==> src/rtl/chan_merge_pkg.sv <==
// chan_merge_pkg
// Shared definitions for the chan_merge block: the channel count, the
// channel index type and the arbiter state encoding.
package chan_merge_pkg;

  localparam int NUM_CH = 4;

  typedef logic [1:0] chan_t;

  // IDLE: output register empty. HOLD: output register holds a word.
  typedef enum logic {
    IDLE = 1'b0,
    HOLD = 1'b1
  } arb_state_t;

endpackage

==> src/rtl/sync_fifo.sv <==
// sync_fifo
// Single-clock show-ahead FIFO. rd_data always presents the oldest entry
// while the FIFO is non-empty; rd_en pops it on the next rising edge.
// A write to a full FIFO is accepted only when a pop happens on the same
// edge, so occupancy stays unchanged. FIFO_DEPTH must be a power of two
// and at least 2.
//
// Ports:
//   clk_in    rising-edge clock
//   reset_in  asynchronous active-high reset (empties the FIFO)
//   wr_en     push wr_data this edge
//   wr_data   word to push
//   rd_en     pop the head entry this edge (caller only pops when !empty)
//   rd_data   head entry
//   full      FIFO_DEPTH entries stored
//   empty     no entries stored
module sync_fifo #(
  parameter int DATA_W     = 8,
  parameter int FIFO_DEPTH = 4
) (
  input  logic              clk_in,
  input  logic              reset_in,
  input  logic              wr_en,
  input  logic [DATA_W-1:0] wr_data,
  input  logic              rd_en,
  output logic [DATA_W-1:0] rd_data,
  output logic              full,
  output logic              empty
);

  localparam int AW = $clog2(FIFO_DEPTH);

  // One extra pointer bit distinguishes full from empty when the
  // address bits coincide.
  logic [AW:0]       wr_ptr;
  logic [AW:0]       rd_ptr;
  logic [DATA_W-1:0] mem [FIFO_DEPTH];
  logic              do_wr;
  logic              do_rd;

  assign empty = (wr_ptr == rd_ptr);
  assign full  = (wr_ptr[AW] != rd_ptr[AW]) &&
                 (wr_ptr[AW-1:0] == rd_ptr[AW-1:0]);

  assign do_rd = rd_en && !empty;
  assign do_wr = wr_en && (!full || rd_en);

  assign rd_data = mem[rd_ptr[AW-1:0]];

  // NOTE: sequential state uses non-blocking assignments so every register
  // samples pre-edge values regardless of evaluation order.
  always_ff @(posedge clk_in or posedge reset_in) begin
    if (reset_in) begin
      wr_ptr <= '0;
      rd_ptr <= '0;
    end else begin
      if (do_wr) wr_ptr <= wr_ptr + 1'b1;
      if (do_rd) rd_ptr <= rd_ptr + 1'b1;
    end
  end

  // NOTE: the storage array has no reset; the pointers alone define which
  // entries are valid, so resetting them discards stored words.
  always_ff @(posedge clk_in) begin
    if (do_wr) mem[wr_ptr[AW-1:0]] <= wr_data;
  end

endmodule

==> src/rtl/chan_merge.sv <==
// chan_merge
// Buffers four non-stallable input streams in per-channel FIFOs and merges
// them round-robin into one valid/ready stream tagged with the source
// channel. Words arriving at a full FIFO that is not popped on the same
// edge are dropped and flagged in the sticky ovf bits.
//
// Ports:
//   clk_in                    rising-edge clock
//   reset_in                  asynchronous active-high reset
//   in_0..in_3                channel data
//   in_valid_0..in_valid_3    channel word present (no upstream ready)
//   out_data / out_chan       merged word and its source channel
//   out_valid                 output register holds a word
//   out_ready                 downstream accepts the word
//   ovf                       per-channel sticky overflow flags
module chan_merge
  import chan_merge_pkg::*;
#(
  parameter int DATA_W     = 8,
  parameter int FIFO_DEPTH = 4
) (
  input  logic              clk_in,
  input  logic              reset_in,
  input  logic [DATA_W-1:0] in_0,
  input  logic [DATA_W-1:0] in_1,
  input  logic [DATA_W-1:0] in_2,
  input  logic [DATA_W-1:0] in_3,
  input  logic              in_valid_0,
  input  logic              in_valid_1,
  input  logic              in_valid_2,
  input  logic              in_valid_3,
  output logic [DATA_W-1:0] out_data,
  output logic [1:0]        out_chan,
  output logic              out_valid,
  input  logic              out_ready,
  output logic [3:0]        ovf
);

  logic [DATA_W-1:0] in_data [NUM_CH];
  logic [DATA_W-1:0] rd_data [NUM_CH];
  logic [NUM_CH-1:0] in_valid;
  logic [NUM_CH-1:0] full;
  logic [NUM_CH-1:0] empty;
  logic [NUM_CH-1:0] pop;

  arb_state_t state;
  arb_state_t state_nxt;
  chan_t      last_grant;
  chan_t      grant;
  logic       any_ready;
  logic       load;
  logic       take;

  assign in_data[0] = in_0;
  assign in_data[1] = in_1;
  assign in_data[2] = in_2;
  assign in_data[3] = in_3;
  assign in_valid   = {in_valid_3, in_valid_2, in_valid_1, in_valid_0};

  for (genvar i = 0; i < NUM_CH; i++) begin : g_fifo
    sync_fifo #(
      .DATA_W     (DATA_W),
      .FIFO_DEPTH (FIFO_DEPTH)
    ) u_fifo (
      .clk_in   (clk_in),
      .reset_in (reset_in),
      .wr_en    (in_valid[i]),
      .wr_data  (in_data[i]),
      .rd_en    (pop[i]),
      .rd_data  (rd_data[i]),
      .full     (full[i]),
      .empty    (empty[i])
    );
  end

  assign any_ready = !(&empty);
  // The output register may load when empty or when its word leaves now.
  assign load      = (state == IDLE) || out_ready;
  assign take      = load && any_ready;
  assign out_valid = (state == HOLD);

  // Round-robin search starting just after the last granted channel;
  // k = 4 wraps back to last_grant itself.
  always_comb begin
    logic found;
    chan_t idx;
    // NOTE: every always_comb output gets a default first so no path
    // leaves it unassigned and infers a latch.
    grant = last_grant;
    found = 1'b0;
    idx   = '0;
    for (int k = 1; k <= NUM_CH; k++) begin
      idx = last_grant + chan_t'(k);
      if (!found && !empty[idx]) begin
        grant = idx;
        found = 1'b1;
      end
    end
  end

  always_comb begin
    pop = '0;
    if (take) pop[grant] = 1'b1;
  end

  always_comb begin
    state_nxt = state;
    case (state)
      IDLE: if (any_ready) state_nxt = HOLD;
      HOLD: if (out_ready && !any_ready) state_nxt = IDLE;
      default: state_nxt = IDLE;
    endcase
  end

  always_ff @(posedge clk_in or posedge reset_in) begin
    if (reset_in) begin
      state      <= IDLE;
      out_data   <= '0;
      out_chan   <= '0;
      last_grant <= chan_t'(NUM_CH - 1);
      ovf        <= '0;
    end else begin
      state <= state_nxt;
      if (take) begin
        out_data   <= rd_data[grant];
        out_chan   <= grant;
        last_grant <= grant;
      end
      // A write to a full FIFO survives only if that FIFO pops this edge.
      ovf <= ovf | (in_valid & full & ~pop);
    end
  end

endmodule

==> config.mk <==
export PLATFORM = sky130hd
export DESIGN_NAME = chan_merge
export DESIGN_NICKNAME = d
export VERILOG_FILES = /design/src/rtl/chan_merge_pkg.sv /design/src/rtl/sync_fifo.sv /design/src/rtl/chan_merge.sv
export SDC_FILE = /design/constraint.sdc
export NUM_CORES = 1
export LEC_CHECK = 0
export CAP_MARGIN = 20
export CORE_ASPECT_RATIO = 0.7
export CORE_MARGIN = 1.5
export CORE_UTILIZATION = 53
export DETAILED_ROUTE_END_ITERATION = 6
export PLACE_DENSITY_LB_ADDON = 0.2
export SYNTH_ARGS = -nofsm -noshare
export SYNTH_HDL_FRONTEND = slang
export SYNTH_HIERARCHICAL = 1
export SYNTH_SLANG_ARGS = --single-unit
==> constraint.sdc <==
create_clock -name clk_in -period 2.7 [get_ports clk_in]
set_input_delay 0.54 -clock clk_in [delete_from_list [all_inputs] [get_ports clk_in]]
set_output_delay 0.54 -clock clk_in [all_outputs]
set_load 0.05 [all_outputs]
After elaboration in Yosys (flattened, before gate mapping)
Memories as Yosys holds them, arrays and structs flattened.
Cells that the tools add are included.
{ "word_totals": {"reg_bits": 41, "ram_bits": 128, "in_bits": 39, "out_inout_bits": 15, "wordCells": 123, "n_memories": 4} }
{ "memory_table": {"columns": ["name", "depth", "word_bits", "read_ports", "rd_clocked_by_memory_dff", "write_ports", "line", "text"], "rows": [
  ["g_fifo[0].u_fifo.mem", 4, 8, 1, 0, 1, "sync_fifo.sv:37", "logic [DATA_W-1:0] mem [FIFO_DEPTH];"],
  ["g_fifo[1].u_fifo.mem", 4, 8, 1, 0, 1, "sync_fifo.sv:37", null],
  ["g_fifo[2].u_fifo.mem", 4, 8, 1, 0, 1, "sync_fifo.sv:37", null],
  ["g_fifo[3].u_fifo.mem", 4, 8, 1, 0, 1, "sync_fifo.sv:37", null]
]} }
{ "op_classes": {"n_addsub": 11, "n_lt_le_gt_ge": 7, "eq_ne": 12, "n_mux": 32, "bitwise_logic": 6, "reduce_logical": 38} }
{ "ops": {"columns": ["cell", "count"], "rows": [
  ["$add A3 B1 Y3 const B", 8],
  ["$logic_and A1 B1 Y1", 18],
  ["$mux W1", 18],
  ["$bmux W8 S2", 1],
  ["$mux W8", 2],
  ["$lt A2 B3 Y1 const B", 5],
  ["$logic_not A1 Y1", 14],
  ["$eq A3 B3 Y1", 4],
  ["$and A4 B4 Y4", 2],
  ["$bmux W1 S2", 4],
  ["$eq A2 B2 Y1", 4],
  ["$mux W2", 4],
  ["$logic_or A1 B1 Y1", 5],
  ["$add A2 B2 Y2 const B", 2],
  ["$mux W4", 1],
  ["$ne A1 B1 Y1", 4],
  ["$not A4 Y4", 1],
  ["$or A4 B4 Y4", 1],
  ["$reduce_and A4 Y1", 1],
  ["$ge A3 B3 Y1 const B", 1],
  ["$not A2 Y3", 1],
  ["$add A2 B1 Y2 const B", 1],
  ["$demux W1 S2", 1],
  ["$ge A2 B1 Y1 const B", 1],
  ["other kinds (2)", 2]
]} }

Logic depth before layout (Yosys ltp)
{ "depth": {"ltp_word": 21, "mapped_depth": 10, "mapped_depth_nobuf": 8} }

Cells and area by module
The synthesis kept the hierarchy.
{ "by_module_without_submodules": {"columns": ["mod", "instances", "cells_each", "area_per_inst_um2", "seq_area_each_um2"], "rows": [
  ["sync_fifo", 4, 78, 1651.6, 1111.1],
  ["chan_merge", 1, 88, 953.4, 427.9]
]} }

Worst setup path after synthesis
Ideal clock, no wire load.
{ "synth_timing": {"kind": "register -> register", "start": "register g_fifo[1].u_fifo.rd_ptr[0]", "end": "memory g_fifo[1].u_fifo.mem[0][0], enable pin", "setup_ns": 0.278, "arrival_ns": 2.746, "t_required_ns": 2.422, "slack_ns": -0.324, "stages_incl_launch_ff": 11, "period_less_slack_ns": 3.024, "path_cell_list": "dfrtp_1 > buf_6 > xor2_4 > nor3_1 > nor2_1 > nor3_2 > o21ai_4 > buf_6 > and2b_1 > or4_4 > and3_1"} }
{ "synth_via": {"elab_chain_cells": 21} }
{ "synth_lines": {"columns": ["element", "line", "text"], "rows": [
  ["start, declared", "sync_fifo.sv:36", "logic [AW:0] rd_ptr;"],
  ["start signal, assigned", "sync_fifo.sv:58", "if (do_rd) rd_ptr <= rd_ptr + 1'b1;"],
  ["$eq A3 B3 Y1 (*)", "sync_fifo.sv:41", "assign empty = (wr_ptr == rd_ptr);"],
  ["net empty[1]", "chan_merge.sv:43", "logic [NUM_CH-1:0] empty;"],
  ["$bmux W1 S2", "chan_merge.sv:94", "if (!found && !empty[idx]) begin"],
  ["$mux W1 (implied by the code)", "chan_merge.sv:94", null],
  ["$logic_not A1 Y1", "chan_merge.sv:94", null],
  ["$logic_and A1 B1 Y1", "chan_merge.sv:94", null],
  ["$mux W1", "chan_merge.sv:94", null],
  ["$logic_not A1 Y1", "chan_merge.sv:94", null],
  ["[... 7 more ...]", null, null],
  ["$mux W1 (implied by the code)", "chan_merge.sv:103", "if (take) pop[grant] = 1'b1;"],
  ["$demux W1 S2", "chan_merge.sv:103", null],
  ["$mux W4 (*)", "chan_merge.sv:103", null],
  ["net pop[1]", "chan_merge.sv:44", "logic [NUM_CH-1:0] pop;"],
  ["$logic_or A1 B1 Y1 (*)", "sync_fifo.sv:46", "assign do_wr = wr_en && (!full || rd_en);"],
  ["$logic_and A1 B1 Y1 (*)", "sync_fifo.sv:46", null],
  ["$mux W1 (*)", "sync_fifo.sv:65", "if (do_wr) mem[wr_ptr[AW-1:0]] <= wr_data;"],
  ["$mux W1 (implied by the code) (*)", "sync_fifo.sv:65", null],
  ["end, declared", "sync_fifo.sv:37", null]
]} }
The timed path passes the listed nets; every way through them passes the cells marked *. The select of a mux whose other input is x is not followed.

Worst setup path after layout
{ "layout_timing": {"start": "register g_fifo[1].u_fifo.rd_ptr[1]", "end": "memory g_fifo[1].u_fifo.mem[0][0], enable pin"} }
The elaborated chain is that of the path after synthesis.

==> results.md <==
* Drt first-iter violations at 235
* Core box area at 13900 µm²
* Number of antenna diodes at 0
* WL/cell at 20.7 µm
* Largest net degree at the start of global routing at 18
* Vias per std cell at between 5 and 6
* Max transition margin at 51.2%
* Final worst slack at -0.0359 ns
* Critical path capture point type: flop
* Register bit count reported by yosys at 169
* CP Buf/Inv Count at 0
* Hold_sp: ovf[0]
* Hold_buf cts at 0
* Synthesized area per cell at 18.9 µm²
* Setup Crit Path Kind: flop to flop
* Critical-path top delay cell: or4_4
* FILL cells at 905
* Worst-margin pin slew at 0.731 ns
* DIE HEIGHT at 103 µm
* Period utilization at 101%
* Fmax at about 370 MHz
* Area of the multi-input gates at 2690 µm²
* Final ANT Viol Nets at 0
* Post-synthesis cell count at 400
* Worst-path clk slew at 0.06 ns
* Length of the first detailed-routing pass in iterations at 4
* Clk_lat worst skew at 0.42 ns
* # Max-Cap Violations at 0
* Clock sinks at 169
* Total congestion overflow at 0
* Final GP Congestion at 0.775
* Synth unique cells at 38
* Ys Warns at 6
* Worst min-delay path class: flop to flop
* Cts bufs inserted at 17
* Worst Path Arrival at 2.90 ns
* Worst Setup SP: g_fifo[1].u_fifo/rd_ptr[1]
* Power, Total at 12200 µW
* TNS Setup at -0.483 ns
* Initial antenna violation count at 1
* H-tree levels at 4
* Fin. max-slew vios at 0
* FF/Latch Area at 4880 µm²
* I/O Pins at 54
* Slowest stage delay, CP at about 0.51 ns
* Synthesized Nets at 459
* Wirelength, routed at 14.6 mm
* Synthesized area at 7560 µm²
* Drt drc at 0
* Routed via count at a little under 4000
* Final setup fails at 36
* Clk root buf: clkbuf_16
* Initial core utilization at 54.3%
* Vias in the first global route at ~4000
* Pwr Density at 1300 nW/µm²
* R2R Path Start: g_fifo[1].u_fifo/rd_ptr[1]
* Fin nets at around 560
* Crit-path cells: xor2_4 -> nor3_4 -> nor2_1 -> nor3_2 -> o21ai_4 -> and2b_2 -> or4_4 -> and3_4
* CTS max path bufs at 2
* Delay-heaviest family, CP: simple AND/OR/NAND/NOR gates
* Seq/Total Area, Yosys at 64.4%
* First-pass GRT wire length at 22.6 mm
* FP Rows at 36
* Port buffer count at 53
* Post-DP HPWL at 10.2 mm
* Area delta synth->final at 24.3%
* Final hold violations at 0
* Worst slack at placement at -0.00238 ns
* Die area at 15000 µm²
* Clock skew at 0.0128 ns
* Min Clock Period, post-route at roughly 2.7 ns
* RSZ-0062 raised after global routing: yes
* Failing checks: setup timing
* Total GRT Usage at 20.8%
* Peak VDD IR at 0.660 mV
* Worst Path Required at 2.86 ns
* Static leakage at 0.00348 µW
* TritonCTS clock tree: done
* Startpoint Class: flop
* Run status: finished, violations left
* Critical path peak fanout at 8
* Proportion of layout cells with a drive suffix above 1 at between 20% and 30%
* Die extent in x at 146 µm
* Minimum hold slack at 0.494 ns
==> area by class of cell <==
cell class,count,share of cell area (%)
Clock inverter,11,1.81
Tap cell,190,2.53
Timing Repair Buffer,97,9.47
Clock buffer,20,4.86
Inverter,18,0.719
Multi-Input combinational cell,201,28.6
Sequential cell,169,52.0
==> registers in the layout, summed over array words and instances (netlist names) <==
signal / cells
g_fifo.u_fifo/mem: 128
g_fifo.u_fifo/rd_ptr: 12
g_fifo.u_fifo/wr_ptr: 12
last_grant: 2
out_chan: 2
out_data: 8
out_valid: 1
ovf: 4
==> cell usage after synthesis <==
| cell type | count | area, µm² |
|---|---|---|
| nor2_1 | 3 | 11.3 |
| o2bb2ai_1 | 1 | 8.76 |
| dfstp_2 | 2 | 52.6 |
| and2_1 | 4 | 25.0 |
| o221ai_1 | 8 | 70.1 |
| inv_1 | 17 | 63.8 |
| nand3_1 | 2 | 10.0 |
| a2bb2oi_1 | 1 | 8.76 |
| o31ai_2 | 4 | 50.1 |
| mux2_1 | 4 | 45.0 |
| nand4_1 | 1 | 6.26 |
| xnor2_1 | 20 | 175 |
| inv_2 | 1 | 3.75 |
| and2b_1 | 2 | 15.0 |
| mux2i_1 | 17 | 170 |
| and3_1 | 12 | 75.1 |
| dfrtp_1 | 39 | 976 |
| o21ai_4 | 1 | 16.3 |
| mux4_1 | 32 | 841 |
| buf_12 | 1 | 20.0 |
| mux2_2 | 6 | 67.6 |
| or2_1 | 1 | 6.26 |
| clkbuf_1 | 2 | 7.51 |
| o221a_1 | 1 | 11.3 |
| ha_1 | 20 | 250 |
| nand2_1 | 17 | 63.8 |
| nor3_1 | 8 | 40.0 |
| o311ai_1 | 4 | 35.0 |
| o21bai_1 | 4 | 30.0 |
| xor2_4 | 8 | 220 |
| xor2_1 | 4 | 35.0 |
| nand2b_1 | 2 | 12.5 |
| o41ai_2 | 8 | 130 |
| edfxtp_1 | 128 | 3840 |
| nor3_2 | 1 | 10.0 |
| or4_4 | 4 | 45.0 |
| buf_6 | 9 | 101 |
| nor2b_1 | 1 | 6.26 |
==> final timing paths <==
path	end	slack, ns	depth (start not counted)
setup / recovery	g_fifo[1].u_fifo/mem[0][0]	-0.04	8
hold / removal	ovf[0]	0.49	1
setup reg to reg	g_fifo[1].u_fifo/mem[0][0]	-0.04	8
hold reg to reg	ovf[0]	0.49	1
max in group asynchronous	out_chan[0]	1.45	2
min in group asynchronous	g_fifo[0].u_fifo/rd_ptr[2]	0.58	2
==> kinds of logic (layout without fill, tap and decap cells) <==
| group | count (synthesis) | in the layout | share of synthesized area [%] |
|---|---|---|---|
| XOR/XNOR | 32 | 32 | 5.69 |
| multiplexers | 59 | 59 | 14.9 |
| flip-flops | 169 | 169 | 64.4 |
| AND/OR/NAND/NOR | 58 | 58 | 4.32 |
| buffers and inverters | 30 | 146 | 2.60 |
| adder cells (fa/ha/maj) | 20 | 20 | 3.31 |
| AO/OA/AOI/OAI | 32 | 32 | 4.77 |
==> layer usage <==
| layer | vias to the layer above | share of wire [%] | GRT usage [%] |
|---|---|---|---|
| met5 | - | 0.089 | 0 |
| met4 | 2 | 1.6 | 7.77 |
| met3 | 25 | 4.6 | 4.87 |
| met2 | 85 | 46 | 31.1 |
| met1 | 2003 | 48 | 30.3 |
| li1 | 1816 | - | - |
==> cell usage in the layout (no fill, tap or decap), types with 3 or more instances in the layout <==
master           count
mux2_2               6
nor3_1               4
o311ai_1             4
mux2_1               4
dfrtp_1             32
bufinv_16            4
and2_1               4
clkdlybuf4s50_1     53
clkbuf_16           17
buf_4               41
o21bai_1             4
inv_1               15
ha_1                20
inv_2                3
dfrtp_2              7
o41ai_2              3
o221ai_1             8
edfxtp_1           128
or4_4                4
nor3_4               4
o41ai_4              5
and3_4              12
mux4_1              32
o31ai_2              4
xor2_4               8
mux2i_1             17
xnor2_1             20
nand2_1             17
==> repair_timing <==
item                                    CTS  global route
pin swaps                                 4             8
endpoints found under the hold margin     0             0
gates resized for setup                   3            17
endpoints found under the setup margin   20           133
setup buffers                             0             7
==> metrics by stage <==
stage / cell area [µm²] / utilization, % / cells
3_5_place_dp: 8610 / 61.9 / 668
6_report: 9390 / 67.5 / 706
4_1_cts: 9240 / 66.4 / 699
3_3_place_gp: 8610 / 61.9 / 668
5_1_grt: 9390 / 67.5 / 706
2_1_floorplan: 7670 / - / 400
==> power breakdown <==
part	leakage (µW)	switching, µW	internal, µW
registers	0.00164	490	3640
clock network	0.000302	964	1600
logic	0.00154	3080	2480
total	0.00348	4530	7710
==> worst reg2reg max path, delay by kind of cell, from the launching register on <==
kind | cells | cell delay, ns
compound gates | 1 | 0.14
xor+xnor | 1 | 0.24
flops | 1 | 0.45
simple gates | 6 | 1.66
No activity file was read; power rests on OpenSTA's default activity.
